### config.mk
export PLATFORM = sky130hd
export DESIGN_NAME = cpu_boot_loader
export DESIGN_NICKNAME = d
export VERILOG_FILES = /design/src/rtl/cpu_boot_loader.sv
export SDC_FILE = /design/constraint.sdc
export NUM_CORES = 1
export LEC_CHECK = 0
export ABC_AREA = 1
export BUFFER_PORTS_ARGS = -buffer_cell sky130_fd_sc_hd__buf_2
export CELL_PAD_IN_SITES_DETAIL_PLACEMENT = 0
export CELL_PAD_IN_SITES_GLOBAL_PLACEMENT = 1
export CORE_ASPECT_RATIO = 1.75
export CORE_MARGIN = 3
export CORE_UTILIZATION = 36
export DETAILED_ROUTE_END_ITERATION = 6
export PLACE_DENSITY_LB_ADDON = 0.1
export SYNTH_ARGS = -nofsm -noshare
export SYNTH_HDL_FRONTEND = slang
export SYNTH_SLANG_ARGS = --single-unit
### constraint.sdc
create_clock -name clk -period 1.7 [get_ports clk]
set_clock_uncertainty 0.05 [all_clocks]
set_input_delay 0.34 -clock clk [delete_from_list [all_inputs] [get_ports clk]]
set_output_delay 0.34 -clock clk [all_outputs]
set_load 0.1 [all_outputs]
### src/rtl/cpu_boot_loader.sv
// Boot-image loader: parses a LOAD/FILL/END command stream and drives a shared
// registered write bus into the CPU memories, holding the CPU in reset until END.
module cpu_boot_loader #(
  parameter int DATA_W  = 32,
  parameter int ADDR_W  = 16,
  parameter int NUM_TGT = 4,
  parameter int CNT_W   = 12
) (
  input  logic                clk,
  input  logic                rst,
  input  logic [DATA_W-1:0]   s_data,
  input  logic                s_valid,
  output logic                s_ready,
  output logic [NUM_TGT-1:0]  wr_en,
  output logic [ADDR_W-1:0]   wr_addr,
  output logic [DATA_W-1:0]   wr_data,
  output logic                cpu_rst,
  output logic                done,
  output logic                err,
  output logic [15:0]         words_written
);

  typedef enum logic [2:0] {
    S_IDLE,
    S_LOAD,
    S_FILL_DATA,
    S_FILL,
    S_DONE,
    S_ERROR
  } state_t;

  localparam logic [1:0] CMD_LOAD = 2'b00;
  localparam logic [1:0] CMD_FILL = 2'b01;
  localparam logic [1:0] CMD_END  = 2'b10;

  state_t              state_q, state_d;
  logic [1:0]          tgt_q, tgt_d;
  logic [CNT_W-1:0]    cnt_q, cnt_d;
  logic [ADDR_W-1:0]   addr_q, addr_d;
  logic [DATA_W-1:0]   fill_q, fill_d;
  logic [NUM_TGT-1:0]  wr_en_q, wr_en_d;
  logic [ADDR_W-1:0]   wr_addr_q, wr_addr_d;
  logic [DATA_W-1:0]   wr_data_q, wr_data_d;
  logic                done_q, done_d;
  logic                err_q, err_d;
  logic [15:0]         words_q, words_d;

  logic                ready;
  logic                accept;
  logic [1:0]          hdr_cmd;
  logic [1:0]          hdr_tgt;
  logic [CNT_W-1:0]    hdr_cnt;
  logic [15:0]         hdr_base;
  logic                hdr_tgt_bad;
  logic [NUM_TGT-1:0]  tgt_onehot;

  assign hdr_cmd     = s_data[31:30];
  assign hdr_tgt     = s_data[29:28];
  assign hdr_cnt     = s_data[27:16];
  assign hdr_base    = s_data[15:0];
  assign hdr_tgt_bad = (int'(hdr_tgt) >= NUM_TGT);
  assign tgt_onehot  = NUM_TGT'(4'b0001 << tgt_q);

  // Ready is forced low while rst is held so no word is consumed during reset.
  assign s_ready = ready & ~rst;
  assign accept  = s_valid & s_ready;

  always_comb begin
    state_d   = state_q;
    tgt_d     = tgt_q;
    cnt_d     = cnt_q;
    addr_d    = addr_q;
    fill_d    = fill_q;
    wr_en_d   = '0;
    wr_addr_d = wr_addr_q;
    wr_data_d = wr_data_q;
    done_d    = done_q;
    err_d     = err_q;
    ready     = 1'b0;

    case (state_q)
      S_IDLE: begin
        ready = 1'b1;
        if (accept) begin
          if (hdr_cmd == CMD_LOAD || hdr_cmd == CMD_FILL) begin
            if (hdr_tgt_bad) begin
              state_d = S_ERROR;
              err_d   = 1'b1;
            end else if (hdr_cnt != '0) begin
              tgt_d   = hdr_tgt;
              cnt_d   = hdr_cnt;
              addr_d  = ADDR_W'(hdr_base);
              state_d = (hdr_cmd == CMD_LOAD) ? S_LOAD : S_FILL_DATA;
            end
          end else if (hdr_cmd == CMD_END) begin
            state_d = S_DONE;
            done_d  = 1'b1;
          end else begin
            state_d = S_ERROR;
            err_d   = 1'b1;
          end
        end
      end

      S_LOAD: begin
        ready = 1'b1;
        if (accept) begin
          wr_en_d   = tgt_onehot;
          wr_addr_d = addr_q;
          wr_data_d = s_data;
          addr_d    = addr_q + ADDR_W'(1);
          cnt_d     = cnt_q - CNT_W'(1);
          if (cnt_q == CNT_W'(1)) state_d = S_IDLE;
        end
      end

      S_FILL_DATA: begin
        ready = 1'b1;
        if (accept) begin
          fill_d  = s_data;
          state_d = S_FILL;
        end
      end

      S_FILL: begin
        wr_en_d   = tgt_onehot;
        wr_addr_d = addr_q;
        wr_data_d = fill_q;
        addr_d    = addr_q + ADDR_W'(1);
        cnt_d     = cnt_q - CNT_W'(1);
        if (cnt_q == CNT_W'(1)) state_d = S_IDLE;
      end

      S_DONE:  ready = 1'b0;
      S_ERROR: ready = 1'b0;
      default: state_d = S_ERROR;
    endcase

    // Counted on the issuing edge so the counter tracks the visible pulses.
    words_d = words_q;
    if (wr_en_d != '0 && words_q != 16'hFFFF) words_d = words_q + 16'd1;
  end

  always_ff @(posedge clk) begin
    if (rst) begin
      state_q   <= S_IDLE;
      tgt_q     <= '0;
      cnt_q     <= '0;
      addr_q    <= '0;
      fill_q    <= '0;
      wr_en_q   <= '0;
      wr_addr_q <= '0;
      wr_data_q <= '0;
      done_q    <= 1'b0;
      err_q     <= 1'b0;
      words_q   <= '0;
    end else begin
      state_q   <= state_d;
      tgt_q     <= tgt_d;
      cnt_q     <= cnt_d;
      addr_q    <= addr_d;
      fill_q    <= fill_d;
      wr_en_q   <= wr_en_d;
      wr_addr_q <= wr_addr_d;
      wr_data_q <= wr_data_d;
      done_q    <= done_d;
      err_q     <= err_d;
      words_q   <= words_d;
    end
  end

  assign wr_en         = wr_en_q;
  assign wr_addr       = wr_addr_q;
  assign wr_data       = wr_data_q;
  assign done          = done_q;
  assign cpu_rst       = ~done_q;
  assign err           = err_q;
  assign words_written = words_q;

endmodule

# Word level (Yosys, flattened, before mapping)
# Cells that the tools add are included.
dict set report op_classes {
  add_sub_neg 3
  n_eq_ne 15
  shifts 1
  muxes 26
  bitwise 7
  reduce_logical 17
}
# operator n
set op_table {}
lappend op_table {{$mux W16} 5}
lappend op_table {{$pmux W32 S2} 1}
lappend op_table {{$mux W12} 4}
lappend op_table {{$pmux W16 S3} 1}
lappend op_table {{$pmux W12 S3} 1}
lappend op_table {{$add A16 B1 Y16 const B} 2}
lappend op_table {{$mux W32} 1}
lappend op_table {{$pmux W16 S2} 1}
lappend op_table {{$mux W3} 6}
lappend op_table {{$ne A16 B16 Y1 const B} 1}
lappend op_table {{$pmux W3 S5} 1}
lappend op_table {{$eq A12 B1 Y1 const B} 1}
lappend op_table {{$reduce_and A4 Y1} 3}
lappend op_table {{$reduce_bool A12 Y1} 1}
lappend op_table {{$sub A12 B1 Y12 const B} 1}
lappend op_table {{$ne A2 B2 Y1 const B} 5}
lappend op_table {{$reduce_and A5 Y1} 2}
lappend op_table {{$pmux W4 S2} 1}
lappend op_table {{$eq A3 B2 Y1 const B} 2}
lappend op_table {{$eq A3 B3 Y1 const B} 2}
lappend op_table {{$not A1 Y1} 5}
lappend op_table {{$mux W4} 1}
lappend op_table {{$reduce_and A2 Y1} 2}
lappend op_table {{$reduce_bool A4 Y1} 1}
lappend op_table {{16 further kinds} 18}
dict set report word_totals {
  register_bits 135
  input_bits 35
  out_inout_bits 72
  wordCells 80
}

# Longest topological paths before layout
dict set report depth {
  depth_word 9
  ltp_mapped 10
  depth_no_buf 10
}

# Worst setup path before layout
# OpenSTA, ideal clock, no wires.
dict set report synth_timing {
  path_kind {reg-to-reg}
  startpoint {reg state_q[1]}
  endpoint {reg tgt_q[0]}
  arrival_ps 2711
  setup_slack_ps -1186
  stages_incl_launch_ff 7
  synth_period_minus_slack_ps 2886
  cell_sequence {dfxtp_1 > inv_2 > nand2_1 > a21oi_1 > nand4_1 > o21ai_0 > a21oi_1}
}
dict set report synth_between {
  elab_chain_len 6
}
# item line_no
set synth_lines {}
lappend synth_lines {{start: declaration} 36} ;# state_t state_q, state_d;
lappend synth_lines {{start signal: assignment} 158} ;# state_q <= state_d;
lappend synth_lines {{$eq A3 B2 Y1, or another cell as far along} 81} ;# case (state_q)
lappend synth_lines {{$reduce_or A3 Y1 (no line) (*)} --}
lappend synth_lines {{$mux W1 (*)} 81}
lappend synth_lines {{$and A1 B1 Y1 (*)} 65} ;# assign s_ready = ready & ~rst;
lappend synth_lines {{net s_ready} 13} ;# output logic s_ready,
lappend synth_lines {{$and A1 B1 Y1 (*)} 66} ;# assign accept = s_valid & s_ready;
lappend synth_lines {{$reduce_and A4 Y1 (no line) (*)} --}
lappend synth_lines {{end signal: assignment} 159} ;# tgt_q <= tgt_d;
lappend synth_lines {{end: declaration} 37} ;# logic [1:0] tgt_q, tgt_d;
# Mark *: on every way through the listed nets, which the timed path passes. The rest lies on a longest branch.
# A chain may end at the register's enable or synchronous reset.

# Worst setup path in the final report
dict set report layout_timing {
  startpoint {reg state_q[1]}
  endpoint {out s_ready}
}
dict set report layout_between {
  elab_chain_len 4
}
# item line_no
set layout_lines {}
lappend layout_lines {{$eq A3 B2 Y1, or another cell as far along} 81}
lappend layout_lines {{$reduce_or A3 Y1 (no line) (*)} --}
lappend layout_lines {{$mux W1 (*)} 81}
lappend layout_lines {{$and A1 B1 Y1 (*)} 65}
lappend layout_lines {{end: declaration} 13}
# Every way passes the cells marked *; elsewhere a longest branch is shown, timed or not.

==> impl_metrics.ini <==
[run_status]
outcome = complete, but fails checks
failed_checks = setup timing

[flow_run]
total_of_max_cap_violations = 0

[setup_path]
rr_startpoint = state_q[2]$_SDFFE_PP0P_
start_kind = flop
worst-endpoint-required_ns = 1.31
r2r-end = words_written[2]$_SDFFE_PP0P_
worst-endpoint-arrival_ns = 1.39
rr_worst_depth = 12
reg2reg_setup_slack_ns = 0.01
endpoint_kind = output pin
worstPathMaxFanout = 6
worst-setup-path-type = reg2out

[synth]
synthAdderAreaFrac_pct = 1.56
postSynthRegisterBits = 135
avg_synthesized_cell_area_um2 = 6.96
yosys_warnings = 0
synth_top_family_by_area = simple AND/OR/NAND/NOR gates
synth_nets = 964
syn-cell-area_mm2 = 0.00641
synth_mux_area_share_pct = 0
synthArstFlopShare_pct = 0
synth_simple_gate_area_share_pct = 26.3
post_synth_num_cell_types = 35
most_common_flop_cell_mapped_by_yosys = dfxtp_1
number_of_flops_mapped_to_enable_cells_by_yosys = 0
seq_area_frac_synth_pct = 42.2
synth-compound-area-share_pct = 20.1
synth_cells = 921
post_synthesis_xor_xnor_area_fraction_pct = 1.78

[power_and_ir_drop]
worst_ir_drop_vdd_v = 0.000530
p_switching_uw = 2980
total_power_uw = 9140
comb_power_share_pct = 20.4
clkPwrFrac_pct = 42.4
power.sequential.fraction_pct = 37.2
internal-power_uw = 6170
p_per_area_mw_per_mm2 = 1000
p_leak_uw = 0.00390
switching_share_pct = 32.6

[floorplanning]
chipWidth_um = 107
die_h_um = 182
design.core.area_mm2 = 0.0172
initial_core_util_pct = 37.3
rows = 63
die-area_mm2 = 0.0195
pin_count = 107

[clock_tree]
insertion_delay_ns = 0.43
cts_num_sinks = 135
clockBufferDepth = 2
h-tree-depth = 4
tritoncts_clock_tree = yes
root_buffer = clkbuf_16
cts-buffers-inserted = 17
clkTransAtPathRegs_ns = 0.07
cts_hold_repair.buffers = 0

[layout]
top_library_cells_by_usage_in_the_layout_fill_and_taps_aside = nand2_1 (156), nor2_1 (116), dfxtp_1 (114)
post-route-util_pct = 53.0
layout-area-overhead-vs-synth_pct = 42.1
mostFrequentLayoutCell = nand2_1
multiInputGateArea_mm2 = 0.00343
nNetsFinal = 1144
final-seq-area_mm2 = 0.00275
stdcell_area_mm2 = 0.00910
layout-drive-gt1-share_pct = 30.5
final.fill_count = 1768
diode_insertion_count_for_antenna_repair = 0

[timing]
max_freq_mhz = 562
share_of_the_clock_period_used_by_the_worst_path_after_layout_pct = 105
finalHoldViolations = 0
setup_viol = 1
maxSlewHeadroom_pct = 56.2
setup_repair_after_global_routing_missed_its_margin = true
final_max_slew_viol_count = 0
tns_ns = -0.0799
finalHoldWorstSlack_ns = 0.146
final.min_clock_period_ns = 1.78
setup_ws_ns = -0.0799
tightestPinTransition_ns = 0.657

[global_route]
globalRouteOverflowTotal = 0
antenna_found_initial = 0
grt_start_max_net_pins = 64
global_route.usage.total_pct = 20.9
grt_pass1_vias = 6302
grt_first_pass_wirelength_um = 32300

[worst_hold_path]
timing.hold.worst_path_depth = 3
worst_hold_path_type = in2reg
holdPathEnd = wr_data[11]$_SDFFE_PP0P_
timing.hold.worst.start = s_data[11]

[placement]
routabilityCongestion = 0.861
placement.cell_area_mm2 = 0.00781
hpwlAfterDp_um = 14400
buffers_added_on_ports = 106

[route]
drt-vias-per-instance = 5.01
dr_total_vias = 6721
routed_wirelength_um = 22400
drc = 0
drt-pass1-iter-count = 4
detail-route-antenna-nets = 0
detailedRoute.firstIterationViolations = 257
wire_per_inst_um = 16.7
==> Yosys cell counts (2+ instances only) <==
cell type  count  area [µm²]
nand2_1      171         642
dfxtp_1      135        2700
nor2_1       119         447
o21ai_0      110         551
a21oi_1       93         465
inv_1         70         263
nand3_1       63         315
clkbuf_1      31         116
a31oi_1       17         106
buf_2         12        60.1
o21ai_1       12        60.1
nand4_1       10        62.6
nor3_1        10        50.1
or2_2          9        56.3
ha_1           8         100
xor2_1         8        70.1
inv_2          5        18.8
nand2_2        5        31.3
xnor2_1        5        43.8
buf_4          4        30.0
a211oi_1       3        22.5
a21oi_4        3        48.8
buf_1          2        7.51
buf_6          2        22.5
nor2_2         2        12.5
nor4_1         2        12.5
or2_1          2        12.5
==> routing by layer <==
metal | up-vias | GRT usage [%] | wire [µm]
met5 | - | 0 | 0
met2 | 136 | 40.0 | 12400
met4 | 0 | 7.53 | 550
li1 | 3422 | - | -
met3 | 29 | 3.22 | 748
met1 | 3134 | 22.8 | 8700
==> power by group through the flow <==
stage / logic [µW] / registers, µW / clock network (µW)
3_3_place_gp: 1660 / 3470 / 0
3_5_place_dp: 1660 / 3470 / 0
6_report: 1860 / 3410 / 3870
5_1_grt: 2020 / 3420 / 4080
4_1_cts: 1680 / 3400 / 3960
2_1_floorplan: 759 / 3810 / 0
==> worst max-delay path, cell delays in order (launching register included) <==
cell	delay [ns]
dfxtp_2	0.38
clkinv_4	0.11
nand2_4	0.07
a21oi_4	0.20
buf_12	0.20
==> registers in the layout (all words and copies together), names as in the netlist <==
register / flops
wr_en: 4
words_written: 16
state_q: 3
fill_q: 32
cnt_q: 12
done: 1
err: 1
wr_addr: 16
addr_q: 16
tgt_q: 2
wr_data: 32
==> how the worst max path moves through the flow <==
stage                     slack, ns                          start  cells after the start                             end
after CTS                     -0.08        state_q[2]$_SDFFE_PP0P_                      5                         s_ready
after floorplan               -0.12  words_written[1]$_SDFFE_PP0P_                     10  words_written[11]$_SDFFE_PP0P_
after global routing          -0.12        state_q[2]$_SDFFE_PP0P_                      5                         s_ready
after global placement        -0.08                     s_data[17]                     10           cnt_q[0]$_SDFFE_PP0P_
final                         -0.08        state_q[1]$_SDFFE_PP0P_                      4                         s_ready
after detailed placement      -0.12                     s_data[17]                     10           cnt_q[1]$_SDFFE_PP0P_
==> cells by family (layout without fill, tap and decap cells) <==
family                     after synthesis  in the layout
buffers and inverters                  126            319
AOI/OAI and AO/OA                      242            242
xor gates and xnor gates                13             13
DFF                                    135            135
adders and majority gates                8              8
and+or+nand+nor                        397            397
==> area by class of cell <==
cell class / count / area share, %
clock buffer: 17 / 4.67
clock inverter: 15 / 1.95
inverter: 75 / 3.22
multi-input combinational: 660 / 37.7
sequential: 135 / 30.2
tap: 227 / 3.12
timing repair buffer: 212 / 19.1
==> per-stage QoR <==
| stage | setup slack [ns] | instances |
|---|---|---|
| 2_1_floorplan | -0.123 | 921 |
| 3_3_place_gp | -0.0843 | 1280 |
| 3_5_place_dp | -0.120 | 1280 |
| 4_1_cts | -0.0772 | 1315 |
| 5_1_grt | -0.116 | 1341 |
| 6_report | -0.0799 | 1341 |
==> repair_timing <==
item	in CTS	in global routing
pin swaps	2	24
setup buffers	3	14
endpoints found under the setup margin	26	73
resized for setup	8	83
gates cloned	0	14
Note: power is estimated with default switching activity, not from simulation.
